$ cat config.mk
export PLATFORM = sky130hd
export DESIGN_NAME = usb_rx_packet_ctrl
export DESIGN_NICKNAME = d
export VERILOG_FILES = /design/src/rtl/usb_rx_pkg.sv /design/src/rtl/usb_nrzi_shift.sv /design/src/rtl/usb_rx_packet_ctrl.sv
export SDC_FILE = /design/constraint.sdc
export NUM_CORES = 1
export LEC_CHECK = 0
export CORE_ASPECT_RATIO = 1.2
export CORE_MARGIN = 5
export CORE_UTILIZATION = 30
export DETAILED_ROUTE_END_ITERATION = 7
export GPL_TIMING_DRIVEN = 1
export PLACE_DENSITY = 0.46
export SLEW_MARGIN = 0
export SYNTH_ARGS = -nofsm -noshare
export SYNTH_HDL_FRONTEND = slang
export SYNTH_SLANG_ARGS = --single-unit
$ cat constraint.sdc
create_clock -name clk -period 4.5 [get_ports clk]
set_input_delay 0.9 -clock clk [delete_from_list [all_inputs] [get_ports clk]]
set_output_delay 0.9 -clock clk [all_outputs]
set_load 0.01 [all_outputs]
$ cat src/rtl/usb_rx_pkg.sv
// Shared types and constants for the USB receive packet controller.
// Holds the controller state encoding, the default SYNC pattern and byte limit,
// the PID codes, and a helper that checks the PID check-nibble.
package usb_rx_pkg;

    typedef enum logic [2:0] {
        IDLE,
        SYNC_WAIT,
        PID_WAIT,
        DATA_WAIT,
        EOP_WAIT,
        DONE,
        ERROR
    } rx_state_e;

    // KJKJKJKK after NRZI decode, LSB first.
    localparam logic [7:0] SYNC_BYTE_DEF = 8'h80;
    localparam int         MAX_BYTES_DEF = 64;

    localparam logic [3:0] PID_OUT   = 4'b0001;
    localparam logic [3:0] PID_IN    = 4'b1001;
    localparam logic [3:0] PID_SOF   = 4'b0101;
    localparam logic [3:0] PID_SETUP = 4'b1101;
    localparam logic [3:0] PID_DATA0 = 4'b0011;
    localparam logic [3:0] PID_DATA1 = 4'b1011;
    localparam logic [3:0] PID_ACK   = 4'b0010;
    localparam logic [3:0] PID_NAK   = 4'b1010;
    localparam logic [3:0] PID_STALL = 4'b1110;

    // A PID byte carries its own check: upper nibble is the complement of the lower.
    function automatic logic pid_valid(input logic [7:0] b);
        return b[3:0] == ~b[7:4];
    endfunction

endpackage

$ cat src/rtl/usb_nrzi_shift.sv
// NRZI decoder and LSB-first 8-bit deserializer with a 3-bit bit counter.
// Latency: sr_o/bit_cnt_o update on the clock after a shift strobe; no backpressure (strobe driven).
// Ports: clr_i re-arms for a new packet, shift_en_i samples d_i, sr_o/bit_cnt_o expose the shifter.
module usb_nrzi_shift (
    input  logic       clk,
    input  logic       n_rst,
    input  logic       clr_i,
    input  logic       shift_en_i,
    input  logic       d_i,
    output logic [7:0] sr_o,
    output logic [2:0] bit_cnt_o
);

    logic       prev_q, prev_d;
    logic [7:0] sr_q, sr_d;
    logic [2:0] bit_cnt_q, bit_cnt_d;
    logic       decoded;

    // NRZI: no transition is a 1, a transition is a 0.
    assign decoded = ~(d_i ^ prev_q);

    always_comb begin
        prev_d    = prev_q;
        sr_d      = sr_q;
        bit_cnt_d = bit_cnt_q;
        if (clr_i) begin
            // The line idled at J before the packet's first transition, so the
            // decoder reference is J regardless of where the previous packet ended.
            prev_d    = 1'b1;
            bit_cnt_d = 3'd0;
        end else if (shift_en_i) begin
            prev_d    = d_i;
            sr_d      = {decoded, sr_q[7:1]};
            bit_cnt_d = bit_cnt_q + 3'd1;
        end
    end

    always_ff @(posedge clk or negedge n_rst) begin
        if (!n_rst) begin
            prev_q    <= 1'b1;
            sr_q      <= 8'hFF;
            bit_cnt_q <= 3'd0;
        end else begin
            prev_q    <= prev_d;
            sr_q      <= sr_d;
            bit_cnt_q <= bit_cnt_d;
        end
    end

    assign sr_o      = sr_q;
    assign bit_cnt_o = bit_cnt_q;

endmodule

$ cat src/rtl/usb_rx_packet_ctrl.sv
// USB receive packet controller: SYNC/PID check, byte framing, FIFO writes, EOP handling.
// Latency: rx_data/w_enable one clock after byte_received; packet_done one clock after the J edge.
// Backpressure: none; the FIFO must accept every w_enable. Ports: line inputs, timer strobes, FIFO/status outputs.
module usb_rx_packet_ctrl
    import usb_rx_pkg::*;
#(
    parameter logic [7:0] SYNC_BYTE = SYNC_BYTE_DEF,
    parameter int          MAX_BYTES = MAX_BYTES_DEF
) (
    input  logic       clk,
    input  logic       n_rst,
    input  logic       d_plus_sync,
    input  logic       d_edge,
    input  logic       eop,
    input  logic       shift_enable,
    input  logic       byte_received,
    output logic       receiving,
    output logic [7:0] rx_data,
    output logic       w_enable,
    output logic [3:0] rx_pid,
    output logic       packet_done,
    output logic       r_error
);

    localparam logic [6:0] MAX_CNT = 7'(MAX_BYTES);

    rx_state_e  state_q;
    logic [6:0] byte_cnt_q;
    logic       err_eop_q;      // ERROR has seen eop high and now waits for it to fall
    logic       receiving_q;
    logic [7:0] rx_data_q;
    logic       w_enable_q;
    logic [3:0] rx_pid_q;
    logic       packet_done_q;
    logic       r_error_q;

    logic [7:0] sr;
    logic [2:0] bit_cnt;
    logic       sync_start;

    assign sync_start = (state_q == IDLE) && d_edge;

    usb_nrzi_shift u_shift (
        .clk        (clk),
        .n_rst      (n_rst),
        .clr_i      (sync_start),
        .shift_en_i (shift_enable),
        .d_i        (d_plus_sync),
        .sr_o       (sr),
        .bit_cnt_o  (bit_cnt)
    );

    always_ff @(posedge clk or negedge n_rst) begin
        if (!n_rst) begin
            state_q       <= IDLE;
            byte_cnt_q    <= 7'd0;
            err_eop_q     <= 1'b0;
            receiving_q   <= 1'b0;
            rx_data_q     <= 8'h00;
            w_enable_q    <= 1'b0;
            rx_pid_q      <= 4'h0;
            packet_done_q <= 1'b0;
            r_error_q     <= 1'b0;
        end else begin
            w_enable_q    <= 1'b0;
            packet_done_q <= 1'b0;
            case (state_q)
                IDLE: begin
                    byte_cnt_q <= 7'd0;
                    if (d_edge) begin
                        state_q     <= SYNC_WAIT;
                        receiving_q <= 1'b1;
                    end
                end
                SYNC_WAIT: begin
                    if (byte_received) begin
                        if (sr == SYNC_BYTE) begin
                            state_q   <= PID_WAIT;
                            r_error_q <= 1'b0;
                        end else begin
                            state_q   <= ERROR;
                            r_error_q <= 1'b1;
                            err_eop_q <= eop;
                        end
                    end else if (eop) begin
                        state_q   <= ERROR;
                        r_error_q <= 1'b1;
                        err_eop_q <= 1'b1;
                    end
                end
                PID_WAIT: begin
                    if (byte_received) begin
                        if (pid_valid(sr)) begin
                            rx_pid_q <= sr[3:0];
                            state_q  <= DATA_WAIT;
                        end else begin
                            state_q   <= ERROR;
                            r_error_q <= 1'b1;
                            err_eop_q <= eop;
                        end
                    end else if (eop) begin
                        state_q   <= ERROR;
                        r_error_q <= 1'b1;
                        err_eop_q <= 1'b1;
                    end
                end
                DATA_WAIT: begin
                    if (byte_received) begin
                        if (byte_cnt_q == MAX_CNT) begin
                            state_q   <= ERROR;
                            r_error_q <= 1'b1;
                            err_eop_q <= eop;
                        end else begin
                            rx_data_q  <= sr;
                            w_enable_q <= 1'b1;
                            byte_cnt_q <= byte_cnt_q + 7'd1;
                            // A byte completing together with SE0 still counts.
                            if (eop) begin
                                state_q <= EOP_WAIT;
                            end
                        end
                    end else if (eop) begin
                        if (bit_cnt == 3'd0) begin
                            state_q <= EOP_WAIT;
                        end else begin
                            state_q   <= ERROR;
                            r_error_q <= 1'b1;
                            err_eop_q <= 1'b1;
                        end
                    end
                end
                EOP_WAIT: begin
                    // SE0 ending and the J edge normally arrive together.
                    if (d_edge && !eop) begin
                        state_q       <= DONE;
                        packet_done_q <= 1'b1;
                    end
                end
                DONE: begin
                    state_q     <= IDLE;
                    receiving_q <= 1'b0;
                end
                ERROR: begin
                    if (eop) begin
                        err_eop_q <= 1'b1;
                    end else if (err_eop_q) begin
                        err_eop_q   <= 1'b0;
                        state_q     <= IDLE;
                        receiving_q <= 1'b0;
                    end
                end
                default: begin
                    state_q     <= IDLE;
                    receiving_q <= 1'b0;
                end
            endcase
        end
    end

    assign receiving   = receiving_q;
    assign rx_data     = rx_data_q;
    assign w_enable    = w_enable_q;
    assign rx_pid      = rx_pid_q;
    assign packet_done = packet_done_q;
    assign r_error     = r_error_q;

endmodule

---- After elaboration in Yosys (flattened, before gate mapping) ----
Index checks and enable logic that the tools add are counted.
storage, ports and cells
  register bits ........................... 39
  latch bits .............................. 0
  memory bits (writable) .................. 0
  bits in read-only memories .............. 0
  input bits .............................. 7
  output and inout port bits .............. 16
  logic and storage cells ................. 108
  memories ................................ 0
operators by class
  $add $sub $neg .......................... 2
  multipliers ............................. 0
  divide/modulo/power cells ............... 0
  order comparisons ....................... 0
  eq/ne operators ......................... 20
  shift-type cells ........................ 0
  multiplexer cells ....................... 50
  bitwise operators ....................... 6
  reductions and logical operators ........ 18
operators with widths
  kind                                                              count
  3-bit two-way mux                                                 15
  1-bit two-way mux                                                 27
  3-bit != test (second input constant)                             6
  3-bit one-hot mux with 6 select lines                             1
  7-bit two-way mux                                                 2
  7-bit one-hot mux with 2 select lines                             1
  2-bit != test (second input constant)                             6
  6-bit AND reduction                                               2
  3-bit AND reduction                                               3
  8-bit == test (second input constant)                             1
  7-bit by 1-bit adder with 7-bit output (second input constant)    1
  7-bit == test (second input constant)                             1
  3-bit by 2-bit == test with 1-bit output (second input constant)  2
  3-bit == test (second input constant)                             2
  3-bit logical NOT                                                 2
  1-bit one-hot mux with 3 select lines                             2
  5-bit AND reduction                                               1
  4-bit == test                                                     1
  1-bit inverter                                                    4
  4-bit inverter                                                    1
  1-bit one-hot mux with 4 select lines                             1
  4-bit AND reduction                                               1
  2-bit nonzero test                                                2
  4-bit nonzero test                                                1
  9 further kinds                                                   10

---- Logic depth before layout (Yosys ltp) ----
Gate-level depths: netlist (run 1).
  depth after elaboration ................. 5
  depth in mapped cells ................... 9
  depth with buffers taken out ............ 8

---- Cells and area by module ----
Synthesis (run 1) repeated with hierarchy kept, for this count alone.
second synthesis, totals
  cells, all modules ...................... 176
  area, all modules ....................... 1971.9 sq um
by module, submodules not included
  module              times used  cells an instance  area an instance (sq um)  sequential area each (sq um)
  usb_rx_packet_ctrl  1           142                1446.4                    675.6
  usb_nrzi_shift      1           34                 525.5                     311.5

---- Least setup slack after synthesis (run 1) ----
No wires, ideal clock.
  path kind ............................... input port to flip-flop
  start ................................... in byte_received
  end ..................................... reg err_eop_q
  setup time .............................. 0.128 ns
  data arrival time ....................... 2.103 ns
  required time ........................... 4.372 ns
  path slack .............................. 2.269 ns
  cell stages on the path ................. 5
  buffers on the path ..................... 1
  path through ............................ clkbuf_1 nand4_1 o311a_1 a2111oi_2 mux2_1
on the way
  word-level cells in the longest chain between the ends .. 2
  elaborated cells between the ends (all ways) .. 10
  classes of those cells .................. eq/ne (5); mux (4); reduce/logical (1)
ends and longest elaborated chain
  what                                                                                                  line                       source
  from (decl)                                                                                           usb_rx_packet_ctrl.sv:16   input logic byte_received,
  3-bit != test (no source line), or another cell as far along                                          -
  6-bit AND reduction (no source line) / 1-bit one-hot mux with 4 select lines (equally long branches)  -
  to (signal assigned)                                                                                  usb_rx_packet_ctrl.sv:83   err_eop_q <= eop;
  to (signal assigned)                                                                                  usb_rx_packet_ctrl.sv:99   err_eop_q <= eop;
  to (signal assigned)                                                                                  usb_rx_packet_ctrl.sv:112  err_eop_q <= eop;
  to (decl)                                                                                             usb_rx_packet_ctrl.sv:29   logic err_eop_q;
Parallel ways exist; a longest one is shown, timed or not.
A chain may end at the register's enable or synchronous reset.

---- Worst setup path after layout (run 1) ----
Ends and elaborated chain as after synthesis.

==> flow_summary.toml, run 1 <==
[synthesis]
yosys-top-cells-count = "40 x nand2_1, 30 x dfrtp_1, 13 x a21oi_1, 13 x nor2_1, 11 x mux2_2"
yosysWarnings = 0
yosysTopAreaCell = "dfrtp_1"
synth_top_area_share_pct = 39.1
syn_inst = 191
synth-edff-count = 0
async_flop_share_pct = 100
yosysSeqAreaShare_pct = 51.4
ys_ff_latch = 39
synth_area_leaders = "dfrtp_1 39%, dfstp_2 12%, nand2_1 7.8%"
synth.most_common_cell = "nand2_1"
syn_nets = 202
syn_area_um2 = 1920
post_synth.cell_area_avg_um2 = 10.1
yosys.cell_types.count = 38
synth-main-ff-cell = "dfrtp_1"

[placement]
pre_cts_slack_ns = 1.68
numPortBuffers = 22
place_area_um2 = 2210
place.gp.congestion = 0.844
hpwlAfterDp_um = 2970
dp_cells = 290

[floorplanning]
pin_count = 23
coreArea_um2 = 6330
die_x_um = 83.0
die_area_um2 = 8110
die_h_um = 97.7
rows = 32
start_util_pct = 30.4

[routing]
routed_wl_um = 4230
drc_errors = 0
firstDrtPassIters = 4
initialDrtViolationCount = 88
vias_per_cell = 4.73
num_vias = 1410
wire_per_inst_um = 14.2
ant_nets = 0

[grt]
antenna_found_initial = 0
grt_pass1_wl_um = 7290
grt-ovfl-total = 0
grt_pass1_vias = 1456
grt_usage_pct = 11.1
grt_max_degree = 40

[finish]
stdcell_count = 298
antenna_cells = 0
nets = 223
drive_above_1_share_pct = 16.4
final_core_util_pct = 36.8
fin_area_um2 = 2330
area_delta_synth_final_pct = 21.2
fillCellCount = 672

[outcome]
status = "complete, no violations"

[power]
peakVddDrop_mv = 0.265
finalPower_mw = 1.48
power.leakage_nw = 1.02
power_density_nw_per_um2 = 636

[clock_network]
cts-root-buf = "clkbuf_8"
ctsHoldBuffers = 0
cts-resized-gates = 0
htreeDepth = 2
cts_made_buffers = 5
cts_buffer_depth = 2
clk_latency_ns = 0.29
clk_pin_slew_ns = 0.08
clock_sinks = 39
cts_setup_buffers = 0
cts_tree = "yes"

[worst_setup_path]
crit_arrival_ns = 2.68
reg2reg_from = "state_q[0]"
slowest_delay_ns = 0.74
required_ns = 4.68
cp_max_fo = 11
startpoint = "byte_received"
crit_path_top_delay_cell = "clkdlybuf4s50_1"
crit_buf_inv = 1
cp_cell_sequence = "clkdlybuf4s50_1 -> nand4_1 -> o311a_1 -> a2111oi_2 -> mux2_1"
cpLargestDelayFamily = "buffers and inverters"
critPathLaunchType = "input port"
timing_worst_setup_path_type = "in2reg"
critPathCaptureType = "flop"

[timing]
fin_crit_sh_pct = 55.7
layout_min_cycle_time_ns = 2.51
fin_skew_ns = 0.00329
worstMarginPinSlew_ns = 0.881
setup_viol = 0
drv_slew = 0
slew_headroom_pct = 41.3
holdWs_ns = 0.479
setup_ws_ns = 1.99
hold_violations = 0
clock.fmax_mhz = 399
fin_setup_tns_ns = 0
rsz0062_at_grt = "false"

[worst_hold_path]
min_from = "rx_data[7]"
hold_path_class = "reg2reg"

[flow_run]
maxCapViolCount = 0
power by group:
part,leakage (nW),total (mW),internal (mW),switching (mW)
sequential,0.485,0.661,0.505,0.156
combinational,0.471,0.515,0.268,0.247
clock,0.0612,0.305,0.179,0.125
total,1.02,1.48,0.953,0.528
layer usage:
layer | global-route usage, % | wire length [um] | up-vias
met3 | 3.05 | 177 | 8
met2 | 18.1 | 2070 | 33
met5 | 0 | 0 | -
li1 | - | - | 690
met1 | 14.0 | 1910 | 679
met4 | 3.90 | 70 | 0
cells by family after synthesis:
kind of cell | Yosys count | synth area share (%)
AND/OR/NAND/NOR | 77 | 19.7
multiplexers | 15 | 8.60
AO/OA/AOI/OAI | 28 | 9.19
buffers and inverters | 17 | 3.45
flip-flops | 39 | 51.4
XOR/XNOR | 11 | 5.02
adder cells (fa/ha/maj) | 4 | 2.61
flip-flops by register name, indices dropped and copies added (netlist names):
name               flops
u_shift.prev_q         1
packet_done            1
u_shift.bit_cnt_o      3
byte_cnt_q             7
receiving              1
r_error                1
w_enable               1
rx_pid                 4
u_shift.sr_o           8
rx_data                8
state_q                3
err_eop_q              1
worst min-delay path: cells and delay by family, from the launching register on:
family	cells	cell delay (ns)
flip-flops	1	0.35
AND/OR/NAND/NOR	2	0.10
final cells by class:
| cell class | instances | area (um2) | area share [%] |
|---|---|---|---|
| timing repair buffer | 22 | 215 | 9.25 |
| multi-input combinational | 135 | 867 | 37.3 |
| tap | 85 | 106 | 4.57 |
| clock buffer | 6 | 82.6 | 3.55 |
| clock inverter | 2 | 35.0 | 1.51 |
| sequential | 39 | 987 | 42.4 |
| inverter | 9 | 33.8 | 1.45 |
layout by cell type (no fill, tap or decap), types with 2 or more instances in the layout:
master	synthesis	routed
clkbuf_8	0	6
o21ai_0	6	6
dfstp_2	9	9
clkdlybuf4s50_1	0	21
o221ai_1	2	2
nor2_1	13	13
nor4_1	2	2
ha_1	4	4
mux2i_1	3	3
xor2_1	10	10
a21oi_1	13	13
nand2_1	40	40
inv_1	9	9
nand4_1	5	5
nor2b_1	2	2
dfrtp_1	30	30
nand2b_1	2	2
nor3_1	2	2
a31oi_1	2	2
mux2_2	11	11
worst paths after layout:
| kind | to | slack (ns) | depth (start not counted) |
|---|---|---|---|
| min | rx_data[7] | 0.48 | 2 |
| max | err_eop_q | 1.99 | 5 |
| max in group asynchronous | rx_pid[3] | 3.23 | 1 |
| min reg2reg | rx_data[7] | 0.48 | 2 |
| min in group asynchronous | state_q[1] | 0.73 | 1 |
| max reg2reg | u_shift.sr_o[1] | 2.37 | 4 |
Note: power is estimated with default switching activity, not from simulation.
==> run 2, diff against run 1 <==
==> constraint.sdc (replaced) <==
create_clock -name clk -period 2.4 [get_ports clk]
set_input_delay 0.48 -clock clk [delete_from_list [all_inputs] [get_ports clk]]
set_output_delay 0.48 -clock clk [all_outputs]
set_load 0.01 [all_outputs]
==> flow_summary.toml, run 2 (synthesized netlist as in run 1, its figures left out) <==
[routing]
wire_per_inst_um = 14.1
firstDrtPassIters = 4
num_vias = 1455
ant_nets = 0
initialDrtViolationCount = 178
drc_errors = 0
vias_per_cell = 4.75
routed_wl_um = 4330

[timing]
drv_slew = 0
rsz0062_at_grt = "false"
fin_crit_sh_pct = 83.2
holdWs_ns = 0.119
fin_setup_tns_ns = 0
clock.fmax_mhz = 501
layout_min_cycle_time_ns = 2.00
hold_violations = 0
worstMarginPinSlew_ns = 0.511
setup_viol = 0
fin_skew_ns = 0.00527
slew_headroom_pct = 66.0

[grt]
busiest_layer = "met2"
grt_usage_pct = 11.0
antenna_found_initial = 0
met3_usage_pct = 2.46
met1_usage_pct = 13.3
grt.met2_usage_pct = 18.4
grt_pass1_vias = 1472
grt_pass1_wl_um = 7250
grt-ovfl-total = 0
grt_max_degree = 22

[placement]
numPortBuffers = 22
place_area_um2 = 2270
place.gp.congestion = 0.796
hpwlAfterDp_um = 3120

[worst_setup_path]
crit_arrival_ns = 2.18
critPathCaptureType = "flop"
cp_max_fo = 8
timing_worst_setup_path_type = "in2reg"
required_ns = 2.58
critPathLaunchType = "input port"

[finish]
fin_area_um2 = 2400
antenna_cells = 0
final_cell_mix = "40 x nand2_1, 30 x dfrtp_1, 21 x clkdlybuf4s50_1"
nets = 231
area_delta_synth_final_pct = 25.1
final_common_cell = "nand2_1"
drive_above_1_share_pct = 19.0

[floorplanning]
coreArea_um2 = 6330
die_area_um2 = 8110
start_util_pct = 30.4
rows = 32
die_h_um = 97.7
pin_count = 23
die_x_um = 83.0

[clock_network]
cts_setup_buffers = 0
clk_latency_ns = 0.29
cts_buffer_depth = 2
cts_made_buffers = 5
ctsHoldBuffers = 0
clk_pin_slew_ns = 0.08
htreeDepth = 2
cts-root-buf = "clkbuf_8"
cts-resized-gates = 0
clock_sinks = 39
cts_tree = "yes"

[power]
peakVddDrop_mv = 0.532
power.leakage_nw = 1.06
power_density_nw_per_um2 = 1200

[outcome]
status = "complete, no violations"

[worst_hold_path]
hold_path_class = "in2async"

[flow_run]
maxCapViolCount = 0
run 2: power breakdown:
group	switching, mW	internal [mW]	total, mW
Sequential	0.291	0.947	1.24
Clock	0.240	0.416	0.656
Combinational	0.472	0.527	0.999
run 2: final cells by class:
class                   instances  area (um2)
inverters                       9        33.8
multi-input cells             135         867
clock buffers                   6        72.6
repair buffers                 30         275
fillers                       666        3920
well taps                      85         106
flip-flops and latches         39         987
clock inverters                 2        60.1
run 2: final timing paths:
path,startpoint,endpoint,slack (ns),cells after the start
max in group asynchronous,n_rst,u_shift.sr_o[5],1.57,2
worst min-delay path,n_rst,packet_done,0.12,1
worst min register to register,rx_data[0],rx_data[0],0.48,2
worst max register to register,byte_cnt_q[4],err_eop_q,0.45,5
min in group clk,rx_data[0],rx_data[0],0.48,2
worst max-delay path,byte_received,err_eop_q,0.40,4
run 2: through the flow:
step	power (mW)	cells	utilization (%)	worst slack [ns]
3_5_place_dp	2.27	298	35.9	0.0771
6_report	2.89	306	38.0	0.403
2_1_floorplan	1.83	191	-	0.589
5_1_grt	3.10	306	38.0	0.331
4_1_cts	2.94	306	38.0	0.392
3_3_place_gp	2.27	298	35.9	0.129
run 2: metal layers:
| metal | routed length [um] | up-vias |
|---|---|---|
| met5 | 0 | - |
| met4 | 70 | 0 |
| met3 | 177 | 7 |
| met2 | 2100 | 36 |
| met1 | 1980 | 706 |
| li1 | - | 706 |
run 2: critical path, cell delays in order:
cell and delay, ns:
clkdlybuf4s50_1 0.57, o311a_1 0.46, a2111oi_2 0.31, mux2_1 0.36
==> run 3, diff against run 2 <==
==> constraint.sdc (replaced) <==
create_clock -name clk -period 1.87 [get_ports clk]
set_input_delay 0.374 -clock clk [delete_from_list [all_inputs] [get_ports clk]]
set_output_delay 0.374 -clock clk [all_outputs]
set_load 0.01 [all_outputs]
==> flow_summary.toml, run 3 (synthesized netlist as in run 1, its figures left out) <==
[floorplanning]
pin_count = 23
start_util_pct = 30.4
rows = 32
die_h_um = 97.7
die_area_um2 = 8110
die_x_um = 83.0
coreArea_um2 = 6330

[finish]
final_common_cell = "nand2_1"
drive_above_1_share_pct = 28.9
final_cell_mix = "40 x nand2_1, 34 x buf_4, 30 x dfrtp_1"
fillCellCount = 694
area_delta_synth_final_pct = 34.9
final-seq-area_um2 = 987
nets = 259
antenna_cells = 0
multi_input_area_um2 = 873

[worst_setup_path]
crit_path_top_delay_cell = "dfrtp_1"
cp_cell_sequence = "nor4_2 -> buf_4 -> nand4_1 -> o311a_1 -> a2111oi_2 -> mux2_1"
slowest_delay_ns = 0.40
crit_arrival_ns = 2.03
timing_worst_setup_path_type = "reg2reg"
cp_max_fo = 2
required_ns = 2.06
critPathCaptureType = "flop"
critPathLaunchType = "flop"

[timing]
worstMarginPinSlew_ns = 0.339
layout_min_cycle_time_ns = 1.84
fin_skew_ns = 0.0103
slew_headroom_pct = 77.4
rsz0062_at_grt = "true"
setup_viol = 0
hold_violations = 0
drv_slew = 0
fin_crit_sh_pct = 98.4
clock.fmax_mhz = 543
setup_ws_ns = 0.0297

[worst_hold_path]
hold_path_class = "reg2reg"

[clock_network]
clk_latency_ns = 0.30
clk_pin_slew_ns = 0.09
cts_tree = "yes"
clock_sinks = 39
cts_made_buffers = 5
cts-root-buf = "clkbuf_8"
cts_buffer_depth = 2
htreeDepth = 2

[routing]
wire_per_inst_um = 13.7
routed_wl_um = 4580
firstDrtPassIters = 4
drc_errors = 0
ant_nets = 0
vias_per_cell = 4.56
num_vias = 1524
initialDrtViolationCount = 98

[grt]
grt_pass1_wl_um = 8050
grt_pass1_vias = 1604
grt_usage_pct = 12.3
grt-ovfl-total = 0
antenna_found_initial = 0
grt_max_degree = 15

[flow_run]
maxCapViolCount = 0

[outcome]
status = "complete, no violations"

[placement]
hpwlAfterDp_um = 3550
numPortBuffers = 22
place.gp.congestion = 0.795
pre_cts_slack_ns = -0.219

[power]
power.leakage_nw = 1.18
finalPower_mw = 3.66
power_density_nw_per_um2 = 1410
peakVddDrop_mv = 0.652
-- run 3: cell types whose count changed in the layout (fill, tap and decap cells not counted) --
cell	change
buf_12	+1
inv_2	+1
clkbuf_1	-1
bufinv_16	-2
buf_4	+26
inv_1	-1
nor4_1	-1
clkinvlp_4	+2
dlygate4sd3_1	+1
nor4_2	+1
clkinv_2	+1
-- run 3: path summary, 6_finish.rpt --
kind	from	end	slack, ns	cells after the start
max in group asynchronous	n_rst	u_shift.prev_q	0.79	3
hold / removal	rx_data[0]	rx_data[0]	0.48	2
min in group asynchronous	n_rst	receiving	0.50	2
setup / recovery	byte_cnt_q[3]	err_eop_q	0.03	6
setup reg to reg	byte_cnt_q[3]	err_eop_q	0.03	6
hold reg to reg	rx_data[0]	rx_data[0]	0.48	2
-- run 3: metrics by stage --
step           utilization [%]  setup TNS (ns)  hold WS, ns  instances  area, um2
4_1_cts                   40.7               0        0.484        332       2570
6_report                  40.9               0        0.480        334       2590
3_5_place_dp              39.0          -0.600        0.302        323       2470
3_3_place_gp              39.0          -0.473        0.301        323       2470
5_1_grt                   40.9         -0.0816        0.507        334       2590
2_1_floorplan                -               0       0.0784        191       1920
-- run 3: cell type report --
class	count	share of cell area (%)
repair buffers	58	19.3
clock buffers	5	2.66
flip-flops and latches	39	38.1
clock inverters	3	0.773
well taps	85	4.11
inverters	9	1.30
multi-input cells	135	33.7
-- run 3: critical path: cells and delay by family (launching register included) --
kind | cells | cell delay, ns
DFF | 1 | 0.40
AOI/OAI and AO/OA | 2 | 0.41
muxes | 1 | 0.35
buffers and inverters | 1 | 0.16
and+or+nand+nor | 2 | 0.42
-- run 3: report_power, final --
group | switching (mW) | total [mW] | internal (mW)
clock | 0.330 | 0.590 | 0.260
sequential | 0.217 | 1.43 | 1.21
combinational | 0.802 | 1.64 | 0.833
total | 1.35 | 3.66 | 2.31
-- run 3: routing by layer --
layer,GRT usage [%],share of wire [%],wire length (um),vias to the layer above
met5,0,0,0,-
met4,3.77,1.2,54,0
met3,3.56,4.3,199,5
met2,20.0,50,2300,32
met1,15.7,44,2020,722
li1,-,-,-,765
-- run 3: what timing repair did --
action                                  CTS  global route
endpoints found under the setup margin    1             5
pin swaps                                 2             2
gates resized for setup                   1             1
buffers inserted                          0             2
hold buffers                              1             0
endpoints found under the hold margin     7             0
